===== config.mk =====
export PLATFORM = sky130hd
export DESIGN_NAME = mrv1_tw_barrier_ctl
export DESIGN_NICKNAME = d
export VERILOG_FILES = /design/src/rtl/mrv1_tw_barrier_ctl.sv
export SDC_FILE = /design/constraint.sdc
export NUM_CORES = 1
export LEC_CHECK = 0
export ABC_AREA = 1
export CAP_MARGIN = 20
export CORE_ASPECT_RATIO = 1.1
export CORE_UTILIZATION = 50
export DETAILED_ROUTE_END_ITERATION = 7
export PLACE_DENSITY = 0.72
export SLEW_MARGIN = 5
export SYNTH_ARGS = -nofsm -noshare
export SYNTH_HDL_FRONTEND = slang
export SYNTH_SLANG_ARGS = --single-unit

===== constraint.sdc =====
create_clock -name clk_i -period 1.9 [get_ports clk_i]
set_input_delay 0.285 -clock clk_i [delete_from_list [all_inputs] [get_ports clk_i]]
set_output_delay 0.285 -clock clk_i [all_outputs]
set_load 0.01 [all_outputs]

===== src/rtl/mrv1_tw_barrier_ctl.sv =====
// Barrier controller for the SIMT thread-warp scheduler.
// Tracks NUM_BARRIERS_P named barriers, parks arriving warps in a stall mask
// until size_m1+1 warps have arrived, then releases all of them in one pulse.
module mrv1_tw_barrier_ctl #(
    parameter int NUM_TW_P       = 8,
    parameter int NUM_BARRIERS_P = 4
) (
    input  logic                           clk_i,
    input  logic                           rst_i,
    input  logic                           twctl_barrier_vld_i,
    input  logic [$clog2(NUM_BARRIERS_P)-1:0] twctl_barrier_id_i,
    input  logic [$clog2(NUM_TW_P)-1:0]    twctl_barrier_size_m1_i,
    input  logic [$clog2(NUM_TW_P)-1:0]    twctl_twid_i,
    output logic [NUM_TW_P-1:0]            bar_stall_mask_o,
    output logic [NUM_BARRIERS_P-1:0]      bar_busy_o,
    output logic                           release_vld_o,
    output logic [$clog2(NUM_BARRIERS_P)-1:0] release_id_o,
    output logic [NUM_TW_P-1:0]            release_wmask_o,
    output logic                           err_vld_o
);

    localparam int twid_width_lp       = $clog2(NUM_TW_P);
    localparam int barrier_id_width_lp = $clog2(NUM_BARRIERS_P);

    typedef enum logic {
        IDLE    = 1'b0,
        COLLECT = 1'b1
    } state_t;

    state_t                   state_q   [NUM_BARRIERS_P];
    state_t                   state_n   [NUM_BARRIERS_P];
    logic [twid_width_lp-1:0] cnt_q     [NUM_BARRIERS_P];
    logic [twid_width_lp-1:0] cnt_n     [NUM_BARRIERS_P];
    logic [twid_width_lp-1:0] size_q    [NUM_BARRIERS_P];
    logic [twid_width_lp-1:0] size_n    [NUM_BARRIERS_P];
    logic [NUM_TW_P-1:0]      wmask_q   [NUM_BARRIERS_P];
    logic [NUM_TW_P-1:0]      wmask_n   [NUM_BARRIERS_P];

    logic [NUM_TW_P-1:0]            warp_onehot;
    logic [NUM_TW_P-1:0]            cur_stall;
    logic [NUM_TW_P-1:0]            stall_n;
    logic [NUM_BARRIERS_P-1:0]      busy_n;
    logic                           range_err;
    logic                           dup_err;
    logic                           accept;
    logic                           rel_vld_n;
    logic [barrier_id_width_lp-1:0] rel_id_n;
    logic [NUM_TW_P-1:0]            rel_wmask_n;
    logic                           err_n;

    // Decode the arrival, classify errors and compute every barrier's next state.
    always_comb begin
        warp_onehot = NUM_TW_P'(1) << twctl_twid_i;
        cur_stall   = '0;
        for (int b = 0; b < NUM_BARRIERS_P; b++) begin
            cur_stall = cur_stall | wmask_q[b];
        end
        // Out-of-range ids only exist for non-power-of-2 configurations.
        range_err = (int'(twctl_twid_i) >= NUM_TW_P) ||
                    (int'(twctl_barrier_id_i) >= NUM_BARRIERS_P);
        dup_err   = |(cur_stall & warp_onehot);
        accept    = twctl_barrier_vld_i && !range_err && !dup_err;

        state_n     = state_q;
        cnt_n       = cnt_q;
        size_n      = size_q;
        wmask_n     = wmask_q;
        rel_vld_n   = 1'b0;
        rel_id_n    = '0;
        rel_wmask_n = '0;
        err_n       = twctl_barrier_vld_i && (range_err || dup_err);

        for (int b = 0; b < NUM_BARRIERS_P; b++) begin
            if (accept && (int'(twctl_barrier_id_i) == b)) begin
                if (state_q[b] == IDLE) begin
                    if (twctl_barrier_size_m1_i == '0) begin
                        // Single-participant barrier: release without ever parking.
                        rel_vld_n   = 1'b1;
                        rel_id_n    = twctl_barrier_id_i;
                        rel_wmask_n = warp_onehot;
                    end else begin
                        state_n[b] = COLLECT;
                        size_n[b]  = twctl_barrier_size_m1_i;
                        cnt_n[b]   = twid_width_lp'(1);
                        wmask_n[b] = warp_onehot;
                    end
                end else begin
                    // A size mismatch is flagged but counted against the latched size.
                    if (twctl_barrier_size_m1_i != size_q[b]) begin
                        err_n = 1'b1;
                    end
                    if (cnt_q[b] == size_q[b]) begin
                        rel_vld_n   = 1'b1;
                        rel_id_n    = twctl_barrier_id_i;
                        rel_wmask_n = wmask_q[b] | warp_onehot;
                        state_n[b]  = IDLE;
                        cnt_n[b]    = '0;
                        wmask_n[b]  = '0;
                    end else begin
                        cnt_n[b]   = cnt_q[b] + 1'b1;
                        wmask_n[b] = wmask_q[b] | warp_onehot;
                    end
                end
            end
        end

        stall_n = '0;
        for (int b = 0; b < NUM_BARRIERS_P; b++) begin
            stall_n   = stall_n | wmask_n[b];
            busy_n[b] = (state_n[b] == COLLECT);
        end
    end

    // Barrier state and registered outputs; reset discards parked warps silently.
    always_ff @(posedge clk_i) begin
        if (rst_i) begin
            for (int b = 0; b < NUM_BARRIERS_P; b++) begin
                state_q[b] <= IDLE;
                cnt_q[b]   <= '0;
                wmask_q[b] <= '0;
            end
            bar_stall_mask_o <= '0;
            bar_busy_o       <= '0;
            release_vld_o    <= 1'b0;
            release_id_o     <= '0;
            release_wmask_o  <= '0;
            err_vld_o        <= 1'b0;
        end else begin
            for (int b = 0; b < NUM_BARRIERS_P; b++) begin
                state_q[b] <= state_n[b];
                cnt_q[b]   <= cnt_n[b];
                wmask_q[b] <= wmask_n[b];
            end
            bar_stall_mask_o <= stall_n;
            bar_busy_o       <= busy_n;
            release_vld_o    <= rel_vld_n;
            release_id_o     <= rel_id_n;
            release_wmask_o  <= rel_wmask_n;
            err_vld_o        <= err_n;
        end
    end

    // Latched participant count; only meaningful while the slot is collecting.
    always_ff @(posedge clk_i) begin
        for (int b = 0; b < NUM_BARRIERS_P; b++) begin
            size_q[b] <= size_n[b];
        end
    end

endmodule

After elaboration in Yosys (flattened, before gate mapping)
Index checks and enable logic that the tools add are counted.
Widths: inputs -> output; s select.
- register bits after elaboration: 84
- logic and storage cells: 174
- add/sub/neg operators: 4
- equality and inequality tests: 15
- shifts and indexed selects: 1
- mux-type cells: 98
- bitwise operators: 16
- reduce and logical (&&, ||, !) cells: 18
- operator list (cell ; count):
    $mux 8 ; 32
    $or 8x8->8 ; 10
    $mux 1 ; 41
    $mux 2 ; 16
    $mux 3 ; 9
    $add 3x1->3 const B ; 4
    $eq 3x3->1 ; 4
    $ne 3x3->1 ; 4
    $reduce_and 3->1 ; 4
    $and 8x8->8 ; 1
    $ne 2x2->1 const B ; 4
    $reduce_and 2->1 ; 4
    $reduce_or 8->1 ; 1
    $shl 1x3->8 const A ; 1
    $logic_and 1x1->1 ; 6
    $not 1->1 ; 5
    $eq 2x2->1 const B ; 2
    $logic_not 3->1 ; 1
    $eq 2x1->1 const B ; 1
    $logic_not 2->1 ; 1
    $logic_not 1->1 ; 1

Logic depth before layout (Yosys ltp)
Gate-level depths: netlist (run 1).
- word-level depth: 18
- mapped depth: 14
- mapped depth without buffers: 14

Worst setup path before layout (run 1)
No wires, ideal clock.
- path kind: input-to-reg
- start: input port twctl_twid_i[0]
- end: register size_q[0] (netlist name), enable pin
- library setup time: 0.345 ns
- data arrival time: 1.455 ns
- path slack: 0.100 ns
- cell stages on the path: 9
- path through: inv_2 nand3_1 inv_2 nand2_1 nand2_1 nor2_8 nand4_4 buf_6 nor3_1
- word-level cells in the longest chain between the ends: 7
- ends and longest elaborated chain (item ; line ; text):
    start, declared ; 13 ; input logic [$clog2(NUM_TW_P)-1:0] twctl_twid_i,
    $shl 1x3->8 ; 53 ; warp_onehot = NUM_TW_P'(1) << twctl_twid_i;
    $and 8x8->8 ; 61 ; dup_err = |(cur_stall & warp_onehot);
    $reduce_or 8->1 ; 61 ;
    $logic_not 1->1 ; 62 ; accept = twctl_barrier_vld_i && !range_err && !dup_err;
    $logic_and 1x1->1 ; 62 ;
    $logic_and 1x1->1 ; 74 ; if (accept && (int'(twctl_barrier_id_i) == b)) begin
    $reduce_and 3->1 (no source line) ; -- ;
    end signal, assigned by index ; 146 ; size_q[b] <= size_n[b];
    end, declared ; 34 ; logic [twid_width_lp-1:0] size_q [NUM_BARRIERS_P];
Every way passes these cells.
A chain may end at the register's enable or synchronous reset.

Worst setup path in the final report (run 1)
- start: register wmask_q[7] (netlist name)
- end: register bar_stall_mask_o[2]
- word-level cells in the longest chain between the ends: 10
- elaborated cells on any way between the ends: 16
- those cells by class: mux: 4; bitwise: 5; reduce/logical: 7
- ends and longest elaborated chain (item ; line ; text):
    start, declared ; 36 ; logic [NUM_TW_P-1:0] wmask_q [NUM_BARRIERS_P];
    start signal, assigned by index ; 132 ; wmask_q[b] <= wmask_n[b];
    $or 8x8->8 (*) ; 56 ; cur_stall = cur_stall | wmask_q[b];
    $and 8x8->8 (*) ; 61 ;
    $reduce_or 8->1 (*) ; 61 ;
    $logic_not 1->1 (*) ; 62 ;
    $logic_and 1x1->1 (*) ; 62 ;
    $logic_and 1x1->1 ; 74 ;
    $mux 8 ; 74 ;
    $or 8x8->8 (2 in series) ; 109 ; stall_n = stall_n | wmask_n[b];
    $or 8x8->8 (*) ; 109 ;
    end signal, assigned ; 134 ; bar_stall_mask_o <= stall_n;
    end, declared ; 14 ; output logic [NUM_TW_P-1:0] bar_stall_mask_o,
Every way passes the cells marked *; elsewhere a longest branch is shown, timed or not.

==> results by group, run 1 <==
Power
  • Maximum VDD drop: 0.000382 V
  • Overall Power: 0.00364 W
  • Pwr dens: 535 nW/µm²
  • P_leak: 3.21 nW

Logic synthesis
  • XOR/XNOR Fraction of Synth Area: 3.91%
  • Synth cell types: 41
  • Seq cells post-synth: 80
  • Compound-Gate Fraction of Synth Area: 15.7%
  • Main combinational cell family by area after synthesis: simple AND/OR/NAND/NOR gates
  • Post-synthesis adder-cell area fraction: 0.973%
  • Yosys warnings: 0
  • Number of flops mapped to enable cells by yosys: 12
  • Synth Net Count: 831
  • Synth area leader: dfxtp_1
  • Synth top area cells: dfxtp_1 26%, nand2_1 20%, edfxtp_1 7.0%
  • Post-Synth Simple-Gate Area: 35.4%
  • Syn_area_per_cell: 6.31 µm²
  • Share of the synthesized area in the top cell type: 26.5%
  • Top FF cell, synth: dfxtp_1
  • Most frequent cell after synthesis: nand2_1
  • Synthesized cell area: 5150 µm²
  • Cells after synthesis: 816
  • Post-synthesis mux area share: 0%
  • Async SR Flop Fraction: 0%
  • Sequential share of the synthesized area: 33.5%
  • Synth top cells by count: 279 x nand2_1, 93 x inv_1, 76 x nor2_1

STA
  • Worst slew pin tran: 567 ps
  • Relative slew slack: 62.1%
  • Worst Hold Slack: 520 ps
  • RSZ-0062 raised after global routing: true
  • Final period util: 99.9%
  • Fmax: 527 MHz
  • Setup violators final: 0
  • Hold Violations, Final: 0
  • Min Tclk post-route: 1900 ps
  • Setup Skew: 8.92 ps
  • Final slew viol count: 0

Finish
  • Ant diodes: 0
  • Final core occ: 68.4%
  • Layout area overhead: 32.1%
  • Final cell count without fillers: 1065
  • Layout cells sized above 1: 22.9%
  • Post-layout instance area: 6800 µm²
  • Nets: 955

Detailed routing
  • Post-route antenna net violation count: 0
  • Drt initial violations: 456
  • Drt first pass iters: 5
  • DRC Markers: 0
  • Post-Route WL: 17500 µm
  • Vias post-DR: 5939
  • Vias per cell: 5.58
  • Wire per inst: 16.4 µm

Clock tree
  • TritonCTS Buffers: 9
  • Clk_lat worst skew: 370 ps
  • Hold-fix buffers, CTS: 0
  • Root Buffer: clkbuf_8
  • Worst-path clk slew: 90 ps
  • CTS tree: done
  • Clk sinks: 80
  • CTS Buffer Depth: 2
  • H-tree levels: 3

Critical path
  • Critical Path RT: 2160 ps
  • Largest fanout on the critical path: 7
  • WS Path Type: flop to flop
  • R2R cell count: 11
  • Critical R2R Launch: wmask_q[7]$_SDFF_PP0_
  • Worst setup startpoint: wmask_q[7]$_SDFF_PP0_
  • Endpoint type of the worst setup path: flop
  • R2R Path End: bar_stall_mask_o[2]$_SDFF_PP0_
  • Critical Path Source Type: flop
  • Crit path capture: bar_stall_mask_o[2]$_SDFF_PP0_
  • Reg2Reg Setup Slack: 3 ps
  • CP arrival: 2160 ps

Status
  • Status: finished, final reports clean

Run
  • Max cap viols: 0

Floorplan
  • I/O Pins: 35
  • Total die area: 10700 µm²
  • Site Rows: 38
  • Core area: 9940 µm²
  • Width of the die: 98.7 µm
  • Initial core utilization: 51.8%
  • Die H: 108 µm

Placed design
  • Area after DPL: 6240 µm²
  • IO buf count: 34
  • Dpl hpwl: 12200 µm
  • Placer Congestion: 0.936
  • Cells after DPL: 1034

Global route
  • Antenna violations before repair: 0
  • Total track usage: 33.7%
  • First-pass GRT wire length: 27600 µm
  • Vias in the first global route: 5644
  • GR Overflow Total: 0
  • Largest net degree at the start of global routing: 37

Min path
  • Min-Delay Path Class: flop to flop
[state kept, by name, summed over array words and instances (netlist names)]
signal and flops:
release_vld_o 1, release_id_o 2, size_q 12, release_wmask_o 8, wmask_q 32, cnt_q 12, bar_stall_mask_o 8, bar_busy_o 4
err_vld_o 1
[power breakdown]
part | switching, W | internal, W
sequential | 0.0000281 | 0.00176
combinational | 0.000438 | 0.000277
clock | 0.000671 | 0.000468
[cell usage in the layout (no fill, tap or decap), drive strengths merged, types with 8 or more instances in the layout]
master         instances
clkdlybuf4s50         31
edfxtp                12
xnor2                 20
inv                  103
clkinv                 8
o21ai                 63
buf                  111
clkbuf                10
dfxtp                 68
nand2                280
o22ai                 17
nor2                  85
a21oi                 51
nand3                 33
nand4                 18
[metrics by stage]
stage                     worst slack, ps  setup TNS, ps
after floorplan                       100              0
after global placement               -471         -28570
after detailed placement             -539         -32920
after CTS                            11.1              0
after global routing                -63.8           -618
final                                2.74              0
[area by class of cell]
cell class	count	area, µm²
clock buffer	10	128
clock inverter	6	36.3
fill	872	3140
inverter	106	415
multi-input combinational	598	3070
sequential	80	1740
tap	120	150
timing repair buffer	145	1270
[logic make-up after synthesis]
logic type               count (synthesis)
XOR/XNOR                                23
AO/OA/AOI/OAI                          147
AND/OR/NAND/NOR                        423
buffers and inverters                  139
flip-flops                              80
adder cells (fa/ha/maj)                  4
[worst min path at each step]
| stage | startpoint | end | cells past startpoint |
|---|---|---|---|
| after global placement | cnt_q[7]$_SDFFE_PP0P_ | cnt_q[7]$_SDFFE_PP0P_ | 2 |
| after floorplan | twctl_barrier_size_m1_i[0] | size_q[0]$_DFFE_PP_ | 0 |
| after detailed placement | wmask_q[25]$_SDFF_PP0_ | wmask_q[25]$_SDFF_PP0_ | 2 |
| after global routing | cnt_q[7]$_SDFFE_PP0P_ | cnt_q[7]$_SDFFE_PP0P_ | 2 |
| final | cnt_q[7]$_SDFFE_PP0P_ | cnt_q[7]$_SDFFE_PP0P_ | 2 |
| after CTS | wmask_q[25]$_SDFF_PP0_ | wmask_q[25]$_SDFF_PP0_ | 2 |
[per-layer routing]
layer | track usage, % | routed length [µm] | up-vias
met5 | 0 | 0 | -
met4 | 21.9 | 966 | 0
met3 | 6.85 | 1460 | 83
met2 | 55.9 | 8090 | 289
met1 | 39.9 | 6970 | 2702
li1 | - | - | 2865
[worst max-delay path: stages (launching register included)]
cell     delay [ps]
dfxtp_2         330
nor2_1          100
nand2_1         120
nand2_2         130
nand2_4          70
nor2_8          210
nand4_4         290
buf_6           250
nand2_1          60
nand2_1          60
nand2_2          80
nand4_1         100
[timing repair]
| item | in CTS | in global routing |
|---|---|---|
| pin swaps | 6 | 31 |
| gates resized for setup | 21 | 67 |
| endpoints found under the setup margin | 55 | 54 |
| setup buffers | 10 | 4 |
| gates cloned | 1 | 0 |
Power figures use the tool's default switching activity.
==> inputs of run 2 (changes only) <==
--- a/config.mk
+++ b/config.mk
@@ -11,6 +11,7 @@
 export CORE_UTILIZATION = 50
 export DETAILED_ROUTE_END_ITERATION = 7
 export PLACE_DENSITY = 0.72
+export RECOVER_POWER = 25
 export SLEW_MARGIN = 5
 export SYNTH_ARGS = -nofsm -noshare
 export SYNTH_HDL_FRONTEND = slang
==> run 2 against run 1 <==
Total power barely moved; sequential power barely moved; utilization shrank 0.076 points; die area stayed put; critical path type unchanged; largest cell class unchanged; largest power group unchanged; highest routed layer unchanged.
==> results by group, run 2 (same netlist as run 1, synthesis figures left out) <==
Finish
  • Final cell count without fillers: 1065
  • Most common cell after layout, fill and taps aside: nand2_1
  • Ant diodes: 0
  • Layout cells sized above 1: 22.6%
  • Final core occ: 68.3%
  • Commonest non-fill, non-tap cells in the layout: 252 x nand2_1, 95 x buf_4, 91 x inv_1
  • Largest register FFs: 32
  • Layout area overhead: 32.0%
  • Top reg by flops: wmask_q
  • Largest regs: wmask_q (32), cnt_q (12), size_q (12)
  • Nets: 955
  • Fillers: 876

Critical path
  • Critical Path Source Type: flop
  • WS Path Type: flop to flop
  • CP arrival: 2160 ps
  • Largest fanout on the critical path: 7
  • Largest stage delay on the critical path: 330 ps
  • Slowest CP cell: dfxtp_2
  • Critical Path RT: 2160 ps
  • Critical Path Most Common Cell: nand2_1
  • Crit-path cells: nor2_1 > nand2_1 > nand2_2 > nand2_4 > nor2_8 > nand4_4 > buf_6 > nand2_1 > nand2_1 > nand2_2 > nand4_1
  • Endpoint type of the worst setup path: flop

Global route
  • Vias in the first global route: 5644
  • Antenna violations before repair: 0
  • GR Overflow Total: 0
  • Total track usage: 33.7%
  • First-pass GRT wire length: 27600 µm
  • Largest net degree at the start of global routing: 37

Clock tree
  • Clk sinks: 80
  • Hold-fix buffers, CTS: 0
  • TritonCTS Buffers: 9
  • Clk_lat worst skew: 370 ps
  • CTS Buffer Depth: 2
  • H-tree levels: 3
  • CTS tree: done
  • Worst-path clk slew: 90 ps
  • Root Buffer: clkbuf_8

STA
  • Fmax: 528 MHz
  • Worst slew pin tran: 565 ps
  • Relative slew slack: 62.3%
  • Final slew viol count: 0
  • Final period util: 99.8%
  • Hold Violations, Final: 0
  • Setup Skew: 9.49 ps
  • RSZ-0062 raised after global routing: true
  • Min Tclk post-route: 1900 ps
  • Setup violators final: 0

Power
  • Pwr dens: 535 nW/µm²
  • Overall Power: 0.00364 W
  • Maximum VDD drop: 0.000380 V
  • P_leak: 3.24 nW

Detailed routing
  • Drt first pass iters: 6
  • Vias post-DR: 5980
  • Post-route antenna net violation count: 0
  • Vias per cell: 5.62
  • Wire per inst: 16.5 µm
  • Post-Route WL: 17500 µm
  • DRC Markers: 0
  • Drt initial violations: 433

Placed design
  • IO buf count: 34
  • Placer Congestion: 0.936
  • Dpl hpwl: 12200 µm
  • Cells after DPL: 1034

Floorplan
  • I/O Pins: 35
  • Core area: 9940 µm²
  • Site Rows: 38
  • Total die area: 10700 µm²
  • Initial core utilization: 51.8%
  • Width of the die: 98.7 µm
  • Die H: 108 µm

Status
  • Status: finished, final reports clean

Run
  • Max cap viols: 0

Min path
  • Min-Delay Path Class: flop to flop
## run 2: changes by cell type in the layout (fill, tap and decap cells not counted)
cell / delta
clkdlybuf4s50_1: -12
buf_4: -2
clkbuf_1: +2
dlygate4sd3_1: +12
## run 2: layout make-up
type / count / area, µm² / share of cell area (%)
clock buffers: 10 / 128 / 1.88
clock inverters: 6 / 36.3 / 0.534
inverters: 106 / 415 / 6.12
multi-input cells: 598 / 3070 / 45.2
flip-flops and latches: 80 / 1740 / 25.6
well taps: 120 / 150 / 2.21
repair buffers: 145 / 1260 / 18.5
## run 2: worst max-delay path: cells and delay by family (launching register included)
| family | cells | cell delay [ps] |
|---|---|---|
| buffers and inverters | 1 | 250 |
| DFF | 1 | 330 |
| and+or+nand+nor | 10 | 1220 |
## run 2: metal layers
layer | global-route usage (%) | wire length [µm] | part of all wire [%]
met2 | 55.9 | 8130 | 46
met5 | 0 | 0 | 0
met3 | 6.85 | 1450 | 8.2
met1 | 39.9 | 6990 | 40
met4 | 21.9 | 963 | 5.5
## run 2: path summary, 6_finish.rpt
kind | startpoint | cells after the start | end | slack, ps
hold / removal | cnt_q[7]$_SDFFE_PP0P_ | 2 | cnt_q[7]$_SDFFE_PP0P_ | 520
setup reg to reg | wmask_q[7]$_SDFF_PP0_ | 11 | bar_stall_mask_o[2]$_SDFF_PP0_ | 5
hold reg to reg | cnt_q[7]$_SDFFE_PP0P_ | 2 | cnt_q[7]$_SDFFE_PP0P_ | 520
setup / recovery | wmask_q[7]$_SDFF_PP0_ | 11 | bar_stall_mask_o[2]$_SDFF_PP0_ | 5
## run 2: per-stage QoR
stage / setup slack (ps) / setup TNS (ps) / instance area, µm² / hold WS, ps
after floorplan: 100 / 0 / 5150 / 384
after global placement: -471 / -28570 / 6240 / 488
after detailed placement: -539 / -32920 / 6240 / 509
after CTS: 11.1 / 0 / 6590 / 522
after global routing: -63.8 / -618 / 6790 / 559
final: 4.53 / 0 / 6790 / 520
## run 2: what timing repair did
| item | CTS | global route |
|---|---|---|
| setup endpoints to repair | 55 | 54 |
| gates cloned | 1 | 0 |
| setup buffers | 10 | 4 |
| pin swaps | 6 | 31 |
| gates resized for setup | 21 | 67 |
## run 2: where the power goes
| group | internal (W) | total (W) | switching [W] | leakage, nW |
|---|---|---|---|---|
| clock | 0.000468 | 0.00114 | 0.000672 | 0.0858 |
| sequential | 0.00176 | 0.00178 | 0.0000278 | 0.665 |
| combinational | 0.000273 | 0.000712 | 0.000438 | 2.49 |
